--- src/rtl/conv_pkg.sv ---
// Shared definitions for the 3x3 convolution scheduler, its datapath and the bench:
// frame geometry, derived output sizes, coefficient type and scheduler states.
package conv_pkg;
    localparam int IMG_H      = 8;
    localparam int IMG_W      = 8;
    localparam int K          = 3;
    localparam int COEF_W_DEF = 8;
    localparam int OUT_H      = IMG_H - K + 1;
    localparam int OUT_W      = IMG_W - K + 1;
    localparam int N_OUT      = OUT_H * OUT_W;
    localparam int N_COEF     = K * K;

    typedef logic signed [COEF_W_DEF-1:0] coef_t;

    typedef enum logic [1:0] {
        S_IDLE,
        S_ISSUE,
        S_DRAIN,
        S_DONE
    } sched_state_e;
endpackage

--- src/rtl/conv_kernel_bank.sv ---
// K*K signed coefficient register file with a single write port and a flattened
// read port (coefficient 0 in the LSBs). The caller gates i_we to the idle state.
module conv_kernel_bank
    import conv_pkg::*;
#(
    parameter int COEF_W = COEF_W_DEF
) (
    input  logic                     clk,
    input  logic                     reset,
    input  logic                     i_we,
    input  logic [3:0]               i_addr,
    input  logic signed [COEF_W-1:0] i_data,
    output logic [N_COEF*COEF_W-1:0] o_kernel
);
    logic signed [COEF_W-1:0] r_coef [N_COEF];

    always_ff @(posedge clk) begin
        if (reset) begin
            for (int i = 0; i < N_COEF; i++) begin
                r_coef[i] <= '0;
            end
        end else if (i_we && (i_addr < 4'(N_COEF))) begin
            r_coef[i_addr] <= i_data;
        end
    end

    for (genvar g = 0; g < N_COEF; g++) begin : g_flat
        assign o_kernel[g*COEF_W +: COEF_W] = r_coef[g];
    end
endmodule

--- src/rtl/conv_window_scheduler.sv ---
// Issues the OUT_H x OUT_W window origins in raster order with a credit limit on windows
// in flight, maps in-order results to output buffer addresses and signals frame completion.
module conv_window_scheduler
    import conv_pkg::*;
#(
    parameter int COEF_W  = COEF_W_DEF,
    parameter int MAX_OUT = 4
) (
    input  logic                     clk,
    input  logic                     reset,
    input  logic                     in_st,
    input  logic                     kcfg_we,
    input  logic [3:0]               kcfg_addr,
    input  logic signed [COEF_W-1:0] kcfg_data,
    output logic [K*K*COEF_W-1:0]    kernel,
    output logic                     win_valid,
    input  logic                     win_ready,
    output logic [2:0]               win_row,
    output logic [2:0]               win_col,
    input  logic                     res_valid,
    output logic                     wr_en,
    output logic [5:0]               wr_addr,
    output logic                     busy,
    output logic                     out_st,
    output logic                     start_err
);
    sched_state_e r_state;
    logic [2:0]   r_row;
    logic [2:0]   r_col;
    logic [5:0]   r_returned;
    logic [3:0]   r_outst;
    logic         r_start_err;

    logic w_active;
    logic w_accept;
    logic w_ret;
    logic w_last_win;
    logic w_last_ret;
    logic w_kwe;

    // Credit check uses the registered count, so a same-cycle return never lifts a stall early.
    assign w_active   = (r_state == S_ISSUE) || (r_state == S_DRAIN);
    assign win_valid  = (r_state == S_ISSUE) && (r_outst < 4'(MAX_OUT));
    assign w_accept   = win_valid && win_ready;
    assign w_ret      = w_active && res_valid && (r_outst != 4'd0);
    assign w_last_win = (r_row == 3'(OUT_H-1)) && (r_col == 3'(OUT_W-1));
    assign w_last_ret = w_ret && (r_returned == 6'(N_OUT-1));
    assign w_kwe      = kcfg_we && (r_state == S_IDLE);

    assign win_row   = r_row;
    assign win_col   = r_col;
    assign wr_en     = w_ret;
    assign wr_addr   = r_returned;
    assign busy      = w_active;
    assign out_st    = (r_state == S_DONE);
    assign start_err = r_start_err;

    always_ff @(posedge clk) begin
        if (reset) begin
            r_state     <= S_IDLE;
            r_row       <= '0;
            r_col       <= '0;
            r_returned  <= '0;
            r_outst     <= '0;
            r_start_err <= 1'b0;
        end else begin
            r_start_err <= in_st && (r_state != S_IDLE);

            if (w_accept && !w_ret) begin
                r_outst <= r_outst + 4'd1;
            end else if (!w_accept && w_ret) begin
                r_outst <= r_outst - 4'd1;
            end

            if (w_ret) begin
                r_returned <= r_returned + 6'd1;
            end

            if (w_accept) begin
                if (r_col == 3'(OUT_W-1)) begin
                    r_col <= '0;
                    r_row <= (r_row == 3'(OUT_H-1)) ? 3'd0 : r_row + 3'd1;
                end else begin
                    r_col <= r_col + 3'd1;
                end
            end

            case (r_state)
                S_IDLE: begin
                    if (in_st) begin
                        r_state    <= S_ISSUE;
                        r_row      <= '0;
                        r_col      <= '0;
                        r_returned <= '0;
                        r_outst    <= '0;
                    end
                end
                S_ISSUE: begin
                    if (w_last_ret) begin
                        r_state <= S_DONE;
                    end else if (w_accept && w_last_win) begin
                        r_state <= S_DRAIN;
                    end
                end
                S_DRAIN: begin
                    if (w_last_ret) begin
                        r_state <= S_DONE;
                    end
                end
                S_DONE: begin
                    r_state    <= S_IDLE;
                    r_returned <= '0;
                end
                default: r_state <= S_IDLE;
            endcase
        end
    end

    conv_kernel_bank #(
        .COEF_W (COEF_W)
    ) u_kernel_bank (
        .clk      (clk),
        .reset    (reset),
        .i_we     (w_kwe),
        .i_addr   (kcfg_addr),
        .i_data   (kcfg_data),
        .o_kernel (kernel)
    );
endmodule
--- config.mk ---
export PLATFORM = sky130hd
export DESIGN_NAME = conv_window_scheduler
export DESIGN_NICKNAME = d
export VERILOG_FILES = /design/src/rtl/conv_pkg.sv /design/src/rtl/conv_kernel_bank.sv /design/src/rtl/conv_window_scheduler.sv
export SDC_FILE = /design/constraint.sdc
export NUM_CORES = 1
export LEC_CHECK = 0
export CAP_MARGIN = 20
export CORE_UTILIZATION = 51
export CTS_CLUSTER_SIZE = 28
export DETAILED_ROUTE_END_ITERATION = 7
export PLACE_DENSITY = 0.85
export SETUP_SLACK_MARGIN = 0.05
export SYNTH_ARGS = -nofsm -noshare
export SYNTH_HDL_FRONTEND = slang
export SYNTH_SLANG_ARGS = --single-unit
--- constraint.sdc ---
create_clock -name clk -period 4.65 [get_ports clk]
set_input_delay 0.93 -clock clk [delete_from_list [all_inputs] [get_ports clk]]
set_output_delay 0.93 -clock clk [all_outputs]
set_load 0.02 [all_outputs]
==> impl_metrics.json <==
{
  "routed_wl_um": 8270,
  "use_met2": 0.373,
  "track_usage": 0.221,
  "finalNonFillerCells": 513,
  "synthTopCellsByCount": "and2_1 (72), edfxtp_1 (72), dfxtp_1 (19)",
  "crit_family": "buffers and inverters",
  "grt_pass1_wl_um": 12500,
  "dieArea_um2": 7780,
  "syn_inst": 292,
  "nets": 436,
  "outcome": "finished clean",
  "antenna_cells": 0,
  "first_pass_iters": 4,
  "dr.first_iter.drc_count": 146,
  "tritoncts": "done",
  "yosys.area_share.adder": 0.0264,
  "num_vias": 2630,
  "overflow": 0,
  "synth-simple-area-share": 0.231,
  "cp.arrival_ps": 2440,
  "met1_usage": 0.279,
  "drtAntennaViolNets": 0,
  "syn_to_final_growth_pct": 37.4,
  "synthDistinctLibCells": 39,
  "numCtsBuffers": 9,
  "num_io_pins": 107,
  "grt_pass1_vias": 2508,
  "leakage_nw": 1.87,
  "io_buffers": 106,
  "wl_per_cell_um": 16.1,
  "yosysSeqAreaShare": 0.670,
  "post-route-min-period_ps": 3370,
  "cts-root-buf": "clkbuf_8",
  "die_h_um": 88.2,
  "cpPeakStageDelay_ps": 640,
  "max_freq_ghz": 0.297,
  "drc": 0,
  "crit_fanout": 8,
  "drive_gt1_frac": 0.0604,
  "start_util": 0.526,
  "async_flop_share": 0,
  "critPathLaunchType": "input pin",
  "synth_area_um2": 3790,
  "clk_pin_slew_ps": 90,
  "crit_type": "input pin to output pin",
  "setup_violations": 0,
  "post-synth-top-area-cell": "edfxtp_1",
  "slew_viol_final": 0,
  "crit_path_end_kind": "output pin",
  "antenna_found_initial": 0,
  "period_share": 0.725,
  "cts.repair.resized": 0,
  "synth-edff-count": 72,
  "synth_seq_cells": 91,
  "postCtsHoldBufs": 0,
  "worstPathCellList": "clkdlybuf4s50_1 -> nand2_1 -> nor2_1 -> clkdlybuf4s50_1",
  "cts.sinks": 91,
  "use_met3": 0.0504,
  "finalHoldViolCount": 0,
  "tightest_slew_ps": 741,
  "fp.dieW_um": 88.2,
  "hold_path.class": "flip-flop to flip-flop",
  "num_rows": 31,
  "clock_skew_ps": 15.2,
  "synth_top_area_share": 0.570,
  "syn_area_per_cell_um2": 13.0,
  "power_frac_clock": 0.306,
  "comb_power_share": 0.204,
  "synth_ff_type": "edfxtp_1",
  "synth_compound_area_frac": 0.0389,
  "synth-xor-area-share": 0.0139,
  "ys_top_cells_by_area": "edfxtp_1 (57%), and2_1 (12%), dfxtp_1 (10%)",
  "cp.required_ps": 3720,
  "clk_path_buf_depth": 2,
  "dp.cells": 496,
  "place_hpwl_um": 5990,
  "synth_nets": 318,
  "cts_setup_buffers": 0,
  "switchingPower_mw": 0.540,
  "seqPwrFrac": 0.490,
  "muxShareOfSynthArea": 0.00858,
  "grt_max_degree": 17,
  "synth_top_family_by_area": "simple AND/OR/NAND/NOR gates",
  "ys_warn_count": 0,
  "gp_congestion": 0.771,
  "cp_common_cell": "clkdlybuf4s50_1",
  "core-area_um2": 7210,
  "power.density_nw_per_um2": 371,
  "cp.buffers_inverters": 2,
  "fin_tns_setup_ps": 0,
  "critPathSlowestCell": "clkdlybuf4s50_1",
  "clock_latency_ps": 370,
  "rsz0062_at_grt": "no",
  "via_per_inst": 5.13,
  "p_int_mw": 1.39,
  "ir_worst_vdd_mv": 0.215,
  "p_sw_frac": 0.279,
  "top_usage_layer": "met2",
  "h-tree-depth": 3,
  "maxCapViolations": 0,
  "maxSlewHeadroom": 0.502
}
-- routing by layer --
metal	routed length [µm]	vias up
met5	0	-
met4	119	0
met3	504	11
met2	4040	97
met1	3600	1252
li1	-	1270
-- power groups by stage --
| stage | clock network (mW) | registers, mW | logic [mW] |
|---|---|---|---|
| after floorplan | 0 | 1.00 | 0.195 |
| final | 0.592 | 0.947 | 0.395 |
| after CTS | 0.593 | 0.947 | 0.396 |
| after global routing | 0.629 | 0.952 | 0.430 |
| after global placement | 0 | 0.964 | 0.384 |
| after detailed placement | 0 | 0.966 | 0.394 |
-- worst paths after layout --
kind | cells after the start | end | startpoint | slack [ps]
setup / recovery | 4 | wr_en | res_valid | 1280
hold / removal | 2 | win_col[2] | win_col[2] | 530
setup reg to reg | 6 | u_kernel_bank.r_coef[8][5] | r_state[0] | 2140
hold reg to reg | 2 | win_col[2] | win_col[2] | 530
-- through the flow --
| stage | hold slack [ps] | setup slack [ps] | util | power, mW | area (µm²) |
|---|---|---|---|---|---|
| after floorplan | 538 | 2160 | - | 1.20 | 3790 |
| after global placement | 490 | 1300 | 0.690 | 1.35 | 4980 |
| after detailed placement | 514 | 1220 | 0.690 | 1.36 | 4980 |
| after CTS | 529 | 1280 | 0.721 | 1.94 | 5200 |
| after global routing | 563 | 1190 | 0.722 | 2.01 | 5210 |
| final | 531 | 1280 | 0.722 | 1.93 | 5210 |
-- state kept, by name, summed over array words and instances, names as in the netlist --
name                  flops
r_state                   2
start_err                 1
wr_addr                   6
win_col                   3
win_row                   3
u_kernel_bank.r_coef     72
r_outst                   4
-- cell usage in the layout, fill, tap and decap left out, types with 2 or more instances in the layout --
| cell | instances |
|---|---|
| buf_4 | 3 |
| ha_1 | 8 |
| nor2_1 | 18 |
| nor4_1 | 3 |
| and2_1 | 72 |
| xnor2_1 | 5 |
| inv_1 | 6 |
| nor3b_1 | 5 |
| clkbuf_8 | 9 |
| mux2_1 | 2 |
| nand2_1 | 12 |
| a21oi_1 | 9 |
| nand3b_1 | 2 |
| clkdlybuf4s50_1 | 106 |
| or3_1 | 6 |
| inv_6 | 2 |
| buf_2 | 2 |
| dfxtp_1 | 19 |
| nand4b_1 | 3 |
| or2_1 | 2 |
| nor3_1 | 9 |
| o21ai_0 | 11 |
| bufinv_16 | 2 |
| or2_2 | 3 |
| nand3_1 | 3 |
| nand2b_1 | 3 |
| edfxtp_1 | 72 |
-- worst reg2reg max path, stage by stage, from the launching register on --
cell and delay [ps]:
dfxtp_1 350, inv_1 150, ha_1 300, nand2b_1 140, nand2b_1 220, nor3b_1 630
or2_1 400
-- area by class of cell --
cell class | instances | area (µm²)
Clock buffer | 9 | 124
Clock inverter | 6 | 96.3
Fill cell | 500 | 2000
Inverter | 6 | 22.5
Multi-Input combinational cell | 191 | 1210
Sequential cell | 91 | 2540
Tap cell | 99 | 124
Timing Repair Buffer | 111 | 1090
-- logic make-up after synthesis --
kind of cell	Yosys count
compound gates	26
xor+xnor	6
fa+ha+maj	8
buf+inv	10
flops	91
mux	3
simple gates	148
Note: power is estimated with default switching activity, not from simulation.
